File: src/rtl/cache_hierarchy.sv
// Two-level direct-mapped cache lookup controller.
// Holds the L1/L2 tag+valid arrays, serves one request at a time, models
// level-dependent latency, promotes L2 hits into L1, fills both levels on a
// miss, supports a whole-cache flush and keeps saturating outcome counters.
//
// Handshake: a request is taken on a rising edge where req_valid && req_ready;
// req_addr is sampled on that edge. req_ready is high only in IDLE with no
// flush requested or pending. The response is a one-cycle resp_valid strobe
// with exactly one outcome flag; it cannot be backpressured.
module cache_hierarchy #(
  parameter int ADDR_W   = 11,
  parameter int OFFSET_W = 2,
  parameter int L1_IDX_W = 3,
  parameter int L2_IDX_W = 5,
  parameter int L2_LAT   = 2,
  parameter int MEM_LAT  = 8,
  parameter int CNT_W    = 16
) (
  input  logic              clk,
  input  logic              rst_n,
  input  logic              req_valid,
  output logic              req_ready,
  input  logic [ADDR_W-1:0] req_addr,
  input  logic              flush,
  output logic              resp_valid,
  output logic              resp_l1_hit,
  output logic              resp_l2_hit,
  output logic              resp_miss,
  output logic [CNT_W-1:0]  l1_hit_cnt,
  output logic [CNT_W-1:0]  l2_hit_cnt,
  output logic [CNT_W-1:0]  miss_cnt,
  output logic [2:0]        dbg_state
);

  localparam int BLK_W    = ADDR_W - OFFSET_W;
  localparam int L1_TAG_W = BLK_W - L1_IDX_W;
  localparam int L2_TAG_W = BLK_W - L2_IDX_W;
  localparam int L1_LINES = 1 << L1_IDX_W;
  localparam int L2_LINES = 1 << L2_IDX_W;
  localparam int LAT_MAX  = (L2_LAT > MEM_LAT) ? L2_LAT : MEM_LAT;
  localparam int WAIT_W   = $clog2(LAT_MAX + 1);

  typedef enum logic [2:0] {
    S_IDLE     = 3'd0,
    S_L1_CHK   = 3'd1,
    S_L2_WAIT  = 3'd2,
    S_MEM_WAIT = 3'd3,
    S_RESP     = 3'd4
  } state_t;

  // Outcome encoding kept as one-hot {l1, l2, miss}
  localparam logic [2:0] OUT_L1   = 3'b100;
  localparam logic [2:0] OUT_L2   = 3'b010;
  localparam logic [2:0] OUT_MISS = 3'b001;

  state_t                state_q, state_d;
  logic [BLK_W-1:0]      blk_q, blk_d;
  logic [WAIT_W-1:0]     wait_q, wait_d;
  logic [2:0]            out_q, out_d;
  logic                  flush_pend_q, flush_pend_d;
  logic [L1_TAG_W-1:0]   l1_tag_q [L1_LINES];
  logic [L1_TAG_W-1:0]   l1_tag_d [L1_LINES];
  logic [L1_LINES-1:0]   l1_valid_q, l1_valid_d;
  logic [L2_TAG_W-1:0]   l2_tag_q [L2_LINES];
  logic [L2_TAG_W-1:0]   l2_tag_d [L2_LINES];
  logic [L2_LINES-1:0]   l2_valid_q, l2_valid_d;
  logic [CNT_W-1:0]      l1_cnt_q, l1_cnt_d;
  logic [CNT_W-1:0]      l2_cnt_q, l2_cnt_d;
  logic [CNT_W-1:0]      miss_cnt_q, miss_cnt_d;

  logic [L1_IDX_W-1:0]   l1_idx;
  logic [L1_TAG_W-1:0]   l1_tag;
  logic [L2_IDX_W-1:0]   l2_idx;
  logic [L2_TAG_W-1:0]   l2_tag;
  logic                  l1_hit;
  logic                  l2_hit;
  logic                  unused_offset;

  // Offset bits select a byte within the block and play no part in lookup
  assign unused_offset = ^req_addr[OFFSET_W-1:0];

  assign l1_idx = blk_q[L1_IDX_W-1:0];
  assign l1_tag = blk_q[BLK_W-1:L1_IDX_W];
  assign l2_idx = blk_q[L2_IDX_W-1:0];
  assign l2_tag = blk_q[BLK_W-1:L2_IDX_W];
  assign l1_hit = l1_valid_q[l1_idx] && (l1_tag_q[l1_idx] == l1_tag);
  assign l2_hit = l2_valid_q[l2_idx] && (l2_tag_q[l2_idx] == l2_tag);

  assign req_ready   = rst_n && (state_q == S_IDLE) && !flush && !flush_pend_q;
  assign resp_valid  = (state_q == S_RESP);
  assign resp_l1_hit = resp_valid && out_q[2];
  assign resp_l2_hit = resp_valid && out_q[1];
  assign resp_miss   = resp_valid && out_q[0];
  assign l1_hit_cnt  = l1_cnt_q;
  assign l2_hit_cnt  = l2_cnt_q;
  assign miss_cnt    = miss_cnt_q;
  assign dbg_state   = state_q;

  function automatic logic [CNT_W-1:0] sat_inc(input logic [CNT_W-1:0] v);
    return (v == {CNT_W{1'b1}}) ? v : v + 1'b1;
  endfunction

  // Next-state, array update and counter logic
  always_comb begin
    state_d      = state_q;
    blk_d        = blk_q;
    wait_d       = wait_q;
    out_d        = out_q;
    flush_pend_d = flush_pend_q;
    l1_tag_d     = l1_tag_q;
    l1_valid_d   = l1_valid_q;
    l2_tag_d     = l2_tag_q;
    l2_valid_d   = l2_valid_q;
    l1_cnt_d     = l1_cnt_q;
    l2_cnt_d     = l2_cnt_q;
    miss_cnt_d   = miss_cnt_q;

    // A flush seen mid-request is remembered and executed back in IDLE
    if (flush && (state_q != S_IDLE)) flush_pend_d = 1'b1;

    case (state_q)
      S_IDLE: begin
        if (flush || flush_pend_q) begin
          l1_valid_d   = '0;
          l2_valid_d   = '0;
          flush_pend_d = 1'b0;
        end else if (req_valid) begin
          blk_d   = req_addr[ADDR_W-1:OFFSET_W];
          state_d = S_L1_CHK;
        end
      end
      S_L1_CHK: begin
        if (l1_hit) begin
          out_d    = OUT_L1;
          l1_cnt_d = sat_inc(l1_cnt_q);
          state_d  = S_RESP;
        end else begin
          wait_d  = WAIT_W'(L2_LAT);
          state_d = S_L2_WAIT;
        end
      end
      S_L2_WAIT: begin
        if (wait_q == WAIT_W'(1)) begin
          if (l2_hit) begin
            // Promotion silently replaces whatever L1 held at this index
            l1_tag_d[l1_idx]   = l1_tag;
            l1_valid_d[l1_idx] = 1'b1;
            out_d              = OUT_L2;
            l2_cnt_d           = sat_inc(l2_cnt_q);
            state_d            = S_RESP;
          end else begin
            wait_d  = WAIT_W'(MEM_LAT);
            state_d = S_MEM_WAIT;
          end
        end else begin
          wait_d = wait_q - 1'b1;
        end
      end
      S_MEM_WAIT: begin
        if (wait_q == WAIT_W'(1)) begin
          l1_tag_d[l1_idx]   = l1_tag;
          l1_valid_d[l1_idx] = 1'b1;
          l2_tag_d[l2_idx]   = l2_tag;
          l2_valid_d[l2_idx] = 1'b1;
          out_d              = OUT_MISS;
          miss_cnt_d         = sat_inc(miss_cnt_q);
          state_d            = S_RESP;
        end else begin
          wait_d = wait_q - 1'b1;
        end
      end
      S_RESP:  state_d = S_IDLE;
      default: state_d = S_IDLE;
    endcase
  end

  // State, arrays and counters; reset abandons any in-flight request
  always_ff @(posedge clk or negedge rst_n) begin
    if (!rst_n) begin
      state_q      <= S_IDLE;
      blk_q        <= '0;
      wait_q       <= '0;
      out_q        <= '0;
      flush_pend_q <= 1'b0;
      l1_valid_q   <= '0;
      l2_valid_q   <= '0;
      l1_cnt_q     <= '0;
      l2_cnt_q     <= '0;
      miss_cnt_q   <= '0;
      for (int i = 0; i < L1_LINES; i++) l1_tag_q[i] <= '0;
      for (int i = 0; i < L2_LINES; i++) l2_tag_q[i] <= '0;
    end else begin
      state_q      <= state_d;
      blk_q        <= blk_d;
      wait_q       <= wait_d;
      out_q        <= out_d;
      flush_pend_q <= flush_pend_d;
      l1_valid_q   <= l1_valid_d;
      l2_valid_q   <= l2_valid_d;
      l1_cnt_q     <= l1_cnt_d;
      l2_cnt_q     <= l2_cnt_d;
      miss_cnt_q   <= miss_cnt_d;
      l1_tag_q     <= l1_tag_d;
      l2_tag_q     <= l2_tag_d;
    end
  end

endmodule

File: config.mk
export PLATFORM = sky130hd
export DESIGN_NAME = cache_hierarchy
export DESIGN_NICKNAME = d
export VERILOG_FILES = /design/src/rtl/cache_hierarchy.sv
export SDC_FILE = /design/constraint.sdc
export NUM_CORES = 1
export LEC_CHECK = 0
export ABC_AREA = 1
export CORE_MARGIN = 10
export CORE_UTILIZATION = 65
export DETAILED_ROUTE_END_ITERATION = 16
export HOLD_SLACK_MARGIN = 0.1
export PLACE_DENSITY = 0.85
export SLEW_MARGIN = 20
export SYNTH_ARGS = -nofsm -noshare
export SYNTH_HDL_FRONTEND = slang
export SYNTH_SLANG_ARGS = --single-unit
File: constraint.sdc
create_clock -name clk -period 4.35 [get_ports clk]
set_input_delay 1.0875 -clock clk [delete_from_list [all_inputs] [get_ports clk]]
set_output_delay 1.0875 -clock clk [all_outputs]
set_load 0.05 [all_outputs]
* Word-level counts from Yosys, hierarchy flattened *
Index checks and enable logic that the tools add are counted.

storage, ports and cells
  word-level logic and storage cells = 175
  bits in registers = 284
  output and inout port bits = 56

operators by class
  equality and inequality tests = 20
  $lt $le $gt $ge = 8
  multiplexer cells = 52
  $add $sub $neg = 4
  reduce and logical (&&, ||, !) cells = 33
  bitwise gates (word level) = 8

operators by type and width
  cell                     number
  $mux W48                 3
  $bwmux W128              1
  $pmux W48 S2             1
  $mux W32                 2
  $pmux W32 S2             1
  $add A16 B1 Y16 const B  3
  $bwmux W48               1
  $eq A16 B16 Y1 const B   3
  $mux W8                  4
  $or A32 B32 Y32          1
  $mux W3                  10
  $mux W4                  7
  $pmux W8 S3              1
  $bmux W4 S5              1
  $demux W4 S5             1
  $bmux W6 S3              1
  $demux W6 S3             1
  $mux W6                  3
  $ne A2 B2 Y1 const B     8
  $reduce_and A4 Y1        4
  $logic_and A1 B1 Y1      13
  $pmux W3 S4              1
  $pmux W4 S3              1
  $reduce_and A3 Y1        4
  other kinds (34)         49

* Longest topological paths before layout *
  depth in word-level cells = 9
  gate-level depth with buffers = 21
  gate-level depth less buffers = 17

* Worst setup path before layout *
Ideal clock, no wire load.

  path type = flip-flop to output port
  start = register state_q[1], in the netlist dbg_state[1]
  end = output port resp_l1_hit
  setup slack = 0.894 ns
  path buffers = 0
  stages on the path, launching flop included = 6
  required time = 3.263 ns
  arrival = 2.369 ns
  cells stage by stage = dfrtp_1 -> nor2_1 -> inv_1 -> nor2_1 -> inv_1 -> nor2_1

between the ends
  cells in the longest elaborated chain, start to end = 2

ends and longest elaborated chain
  item                    line  RTL
  from (decl)             56    state_t state_q, state_d;
  from (signal assigned)  193   state_q <= state_d;
  $eq A3 B3 Y1            90    assign resp_valid = (state_q == S_RESP);
  via resp_valid          25    output logic resp_valid,
  $logic_and A1 B1 Y1     91    assign resp_l1_hit = resp_valid && out_q[2];
  to (decl)               26    output logic resp_l1_hit,

The timed path passes the listed nets, and every way through them passes these cells.

* Final worst setup path *
  start = register blk_q[0]
  end = register l1_cnt_q[1], in the netlist l1_hit_cnt[1]

between the ends
  cells in the longest elaborated chain, start to end = 7

ends and longest elaborated chain
  item                                        line  RTL
  from (decl)                                 57    logic [BLK_W-1:0] blk_q, blk_d;
  from (signal assigned)                      194   blk_q <= blk_d;
  $not A3 Y4 (implied by the code)            86    assign l1_hit = l1_valid_q[l1_idx] && (l1_tag_q[l1_idx] == l1_tag);
  $bmux W6 S3                                 86
  $mux W6 (implied by the code) (2 in a row)  86
  $eq A6 B6 Y1                                86
  $logic_and A1 B1 Y1 (*)                     86
  $reduce_and A3 Y1 (no line) (*)             n/a
  to (signal assigned)                        200   l1_cnt_q <= l1_cnt_d;
  to (decl)                                   67    logic [CNT_W-1:0] l1_cnt_q, l1_cnt_d;

Mark *: on every way between the ends. The rest lies on a longest branch, timed or not. The select of a mux whose other input is x is not followed.
A chain may end at the register's enable or synchronous reset.

==> results.tsv <==
metric	value	unit
outcome	finished, final reports clean	
fin. max-slew vios	0	
Via density	5.85	
family with the most delay on the worst path	simple AND/OR/NAND/NOR gates	
dominant cell type by area after synthesis	dfrtp_1	
Die X	168	um
DP HPWL	24900	um
Clock Power Share	26.4	%
Syn Area/Cell	7.64	um^2
Cell variety after synth	37	
sw frac	42.2	%
Leakage Power	7.82	nW
crit path DAT	4.27	ns
post_cts resized	0	
Worst slew margin	34.5	%
Top Ports	71	
Final Hold Slack	0.411	ns
Max Cap Viol	0	
Mapped Cells	1872	
sequential power share	37.6	%
Comb pwr share	36.1	%
Fillers	1662	
number of flops mapped to enable cells by yosys	0	
Vias	12966	
CP max stage cell	dfrtp_2	
die area	0.0283	mm^2
R2R cell count	13	
crit path max fanout	23	
# diodes	0	
cts hold-fix bufs	0	
FFs w/ async S/R, synth	100	%
syn nets	1892	
Worst-Margin Slew	0.983	ns
Worst path max stage delay	0.77	ns
Post-synth top cells	nand2_1 (790), dfrtp_1 (284), o21ai_0 (151)	
final setup violation count	0	
core area	0.0218	mm^2
critical path depth in cells	13	
Port Buffers	68	
Setup Buffers After CTS	0	
fin crit period	3.85	ns
fin nets	1934	
Req. time, crit path	4.77	ns
top cell type's share of synthesized area	49.7	%
area of the mapped netlist	0.0143	mm^2
overflow left after global routing	0	
most instantiated library cell after synthesis	nand2_1	
crit-path cells	inv_2, nor2_4, nand2_1, nand4_1, nand2_1, nand2_1, nand2_1, nor2_1, nand2_1, inv_1, nand3_1, inv_1, o21ai_0	
TNS Setup	0	ns
Internal Power	5.56	mW
Crit Path Class	reg -> reg	
#FFs+latches synth	284	
clk_skew	0.0121	ns
Longest Clk Path Bufs	3	
CTS tree	done	
area growth from synthesis to layout	12.6	%
CTS Buf Count	30	
RSZ-0062 raised after global routing	no	
M1 GR Usage	34.5	%
gr busiest metal	met2	
initial antenna violation count	0	
# DRC	0	
Starting Density	65.7	%
vias in the first global route	12819	
met2 Track Usage GR	43.5	%
Die Span Y	168	um
crit start category	flip-flop	
largest cells by area after synthesis	dfrtp_1 (50%), nand2_1 (21%), o21ai_0 (5.3%)	
main flop type after synthesis	dfrtp_1	
crit share post-route	88.4	%
num rows	54	
sequential element share of the synthesized area	49.7	%
GRT Total Usage	26.7	%
Worst setup EP type	flip-flop	
most used cell, CP	nand2_1	
Sw Pwr	4.06	mW
PD cells	597	mW/mm^2
starting DRC count in detailed routing	1418	
Util after Layout	74.0	%
latest clock arrival within the worst-skew pair	0.57	ns
met3 usage	6.17	%
max frequency	260	MHz
share of post-route cells with drive strength above 1	5.32	%
WL final	38200	um
DR pass1 iterations	6	
CTS Sinks	284	
final hold violation count	0	
GPL Wtd Cong	0.930	
largest net degree at the start of global routing	79	
Syn. warnings	0	
htree depth	1	
Worst-path clk slew	0.06	ns
ANT nets after route	0	
first-pass GRT wire length	63300	um
Wirelength per Cell	17.3	um
maximum VDD drop	0.365	mV
WP buf/inv	3	
Clk Tree Root Cell	clkbuf_16	
Worst Hold Class	in -> async	
## cell usage in the layout (no fill, tap or decap), drive strengths merged, types with 2 or more instances in the layout
cell type and count:
xnor2 13, o21ai 155, nor4 2, buf 25
dfrtp 284, inv 101, clkbuf 43, nand2 795
o21a 2, xor2 32, nand3 73, ha 5
nor3 26, clkinv 7, clkdlybuf4s50 66, nor2 149
o22ai 2, bufinv 2, a21oi 63, a22oi 5
nand4 79
## kinds of logic after synthesis
logic type | Yosys count | synth area share (%)
AO/OA/AOI/OAI | 230 | 8.25
XOR/XNOR | 45 | 2.76
adder cells (fa/ha/maj) | 5 | 0.438
buffers and inverters | 181 | 5.60
flip-flops | 284 | 49.7
multiplexers | 1 | 0.0787
AND/OR/NAND/NOR | 1126 | 33.2
## area by class of cell
cell class / instances / area [um^2] / area share (%)
clock buffer: 43 / 850 / 5.28
clock inverter: 11 / 123 / 0.761
tap: 280 / 350 / 2.18
inverter: 100 / 375 / 2.33
sequential: 284 / 7110 / 44.1
timing repair buffer: 91 / 893 / 5.55
multi-input combinational: 1407 / 6400 / 39.8
## state kept, by name, summed over array words and instances (netlist names)
| register | flops |
|---|---|
| l1_hit_cnt | 16 |
| wait_q | 4 |
| l2_hit_cnt | 16 |
| l1_valid_q | 8 |
| l2_valid_q | 32 |
| flush_pend_q | 1 |
| out_q | 3 |
| dbg_state | 3 |
| miss_cnt | 16 |
| l2_tag_q | 128 |
| blk_q | 9 |
| l1_tag_q | 48 |
## stage by stage
stage | instance area (um^2) | worst slack, ns | instances | power [mW]
final | 16100 | 0.504 | 2216 | 9.61
after detailed placement | 15100 | 0.683 | 2162 | 6.98
after global routing | 16100 | 0.280 | 2216 | 10.1
after floorplan | 14300 | 0.894 | 1872 | 5.98
after global placement | 15100 | 0.809 | 2162 | 6.87
after CTS | 16100 | 0.651 | 2216 | 9.53
## final timing paths
kind | startpoint | slack (ns) | endpoint
max in group asynchronous | rst_n | 2.64 | l2_tag_q[38]$_DFFE_PN0P_
min in group clk | l1_tag_q[5]$_DFFE_PN0P_ | 0.47 | l1_tag_q[5]$_DFFE_PN0P_
max | blk_q[0]$_DFFE_PN0P_ | 0.50 | l1_hit_cnt[1]$_DFFE_PN0P_
max reg2reg | blk_q[0]$_DFFE_PN0P_ | 0.50 | l1_hit_cnt[1]$_DFFE_PN0P_
min reg2reg | l1_tag_q[5]$_DFFE_PN0P_ | 0.47 | l1_tag_q[5]$_DFFE_PN0P_
min | rst_n | 0.41 | l2_tag_q[28]$_DFFE_PN0P_
## routing by layer
layer	part of all wire (%)	up-vias
met4	3.0	0
li1	-	6105
met5	0	-
met1	41	6149
met2	46	612
met3	9.9	100
## power groups by stage
stage               Clock [mW]  Sequential, mW  Combinational, mW
finish                    2.53            3.61               3.47
global route              2.66            3.66               3.79
CTS                       2.54            3.60               3.39
detailed placement           0            3.63               3.36
global placement             0            3.61               3.26
floorplan                    0            3.53               2.45
(Power assumes the default switching activity.)
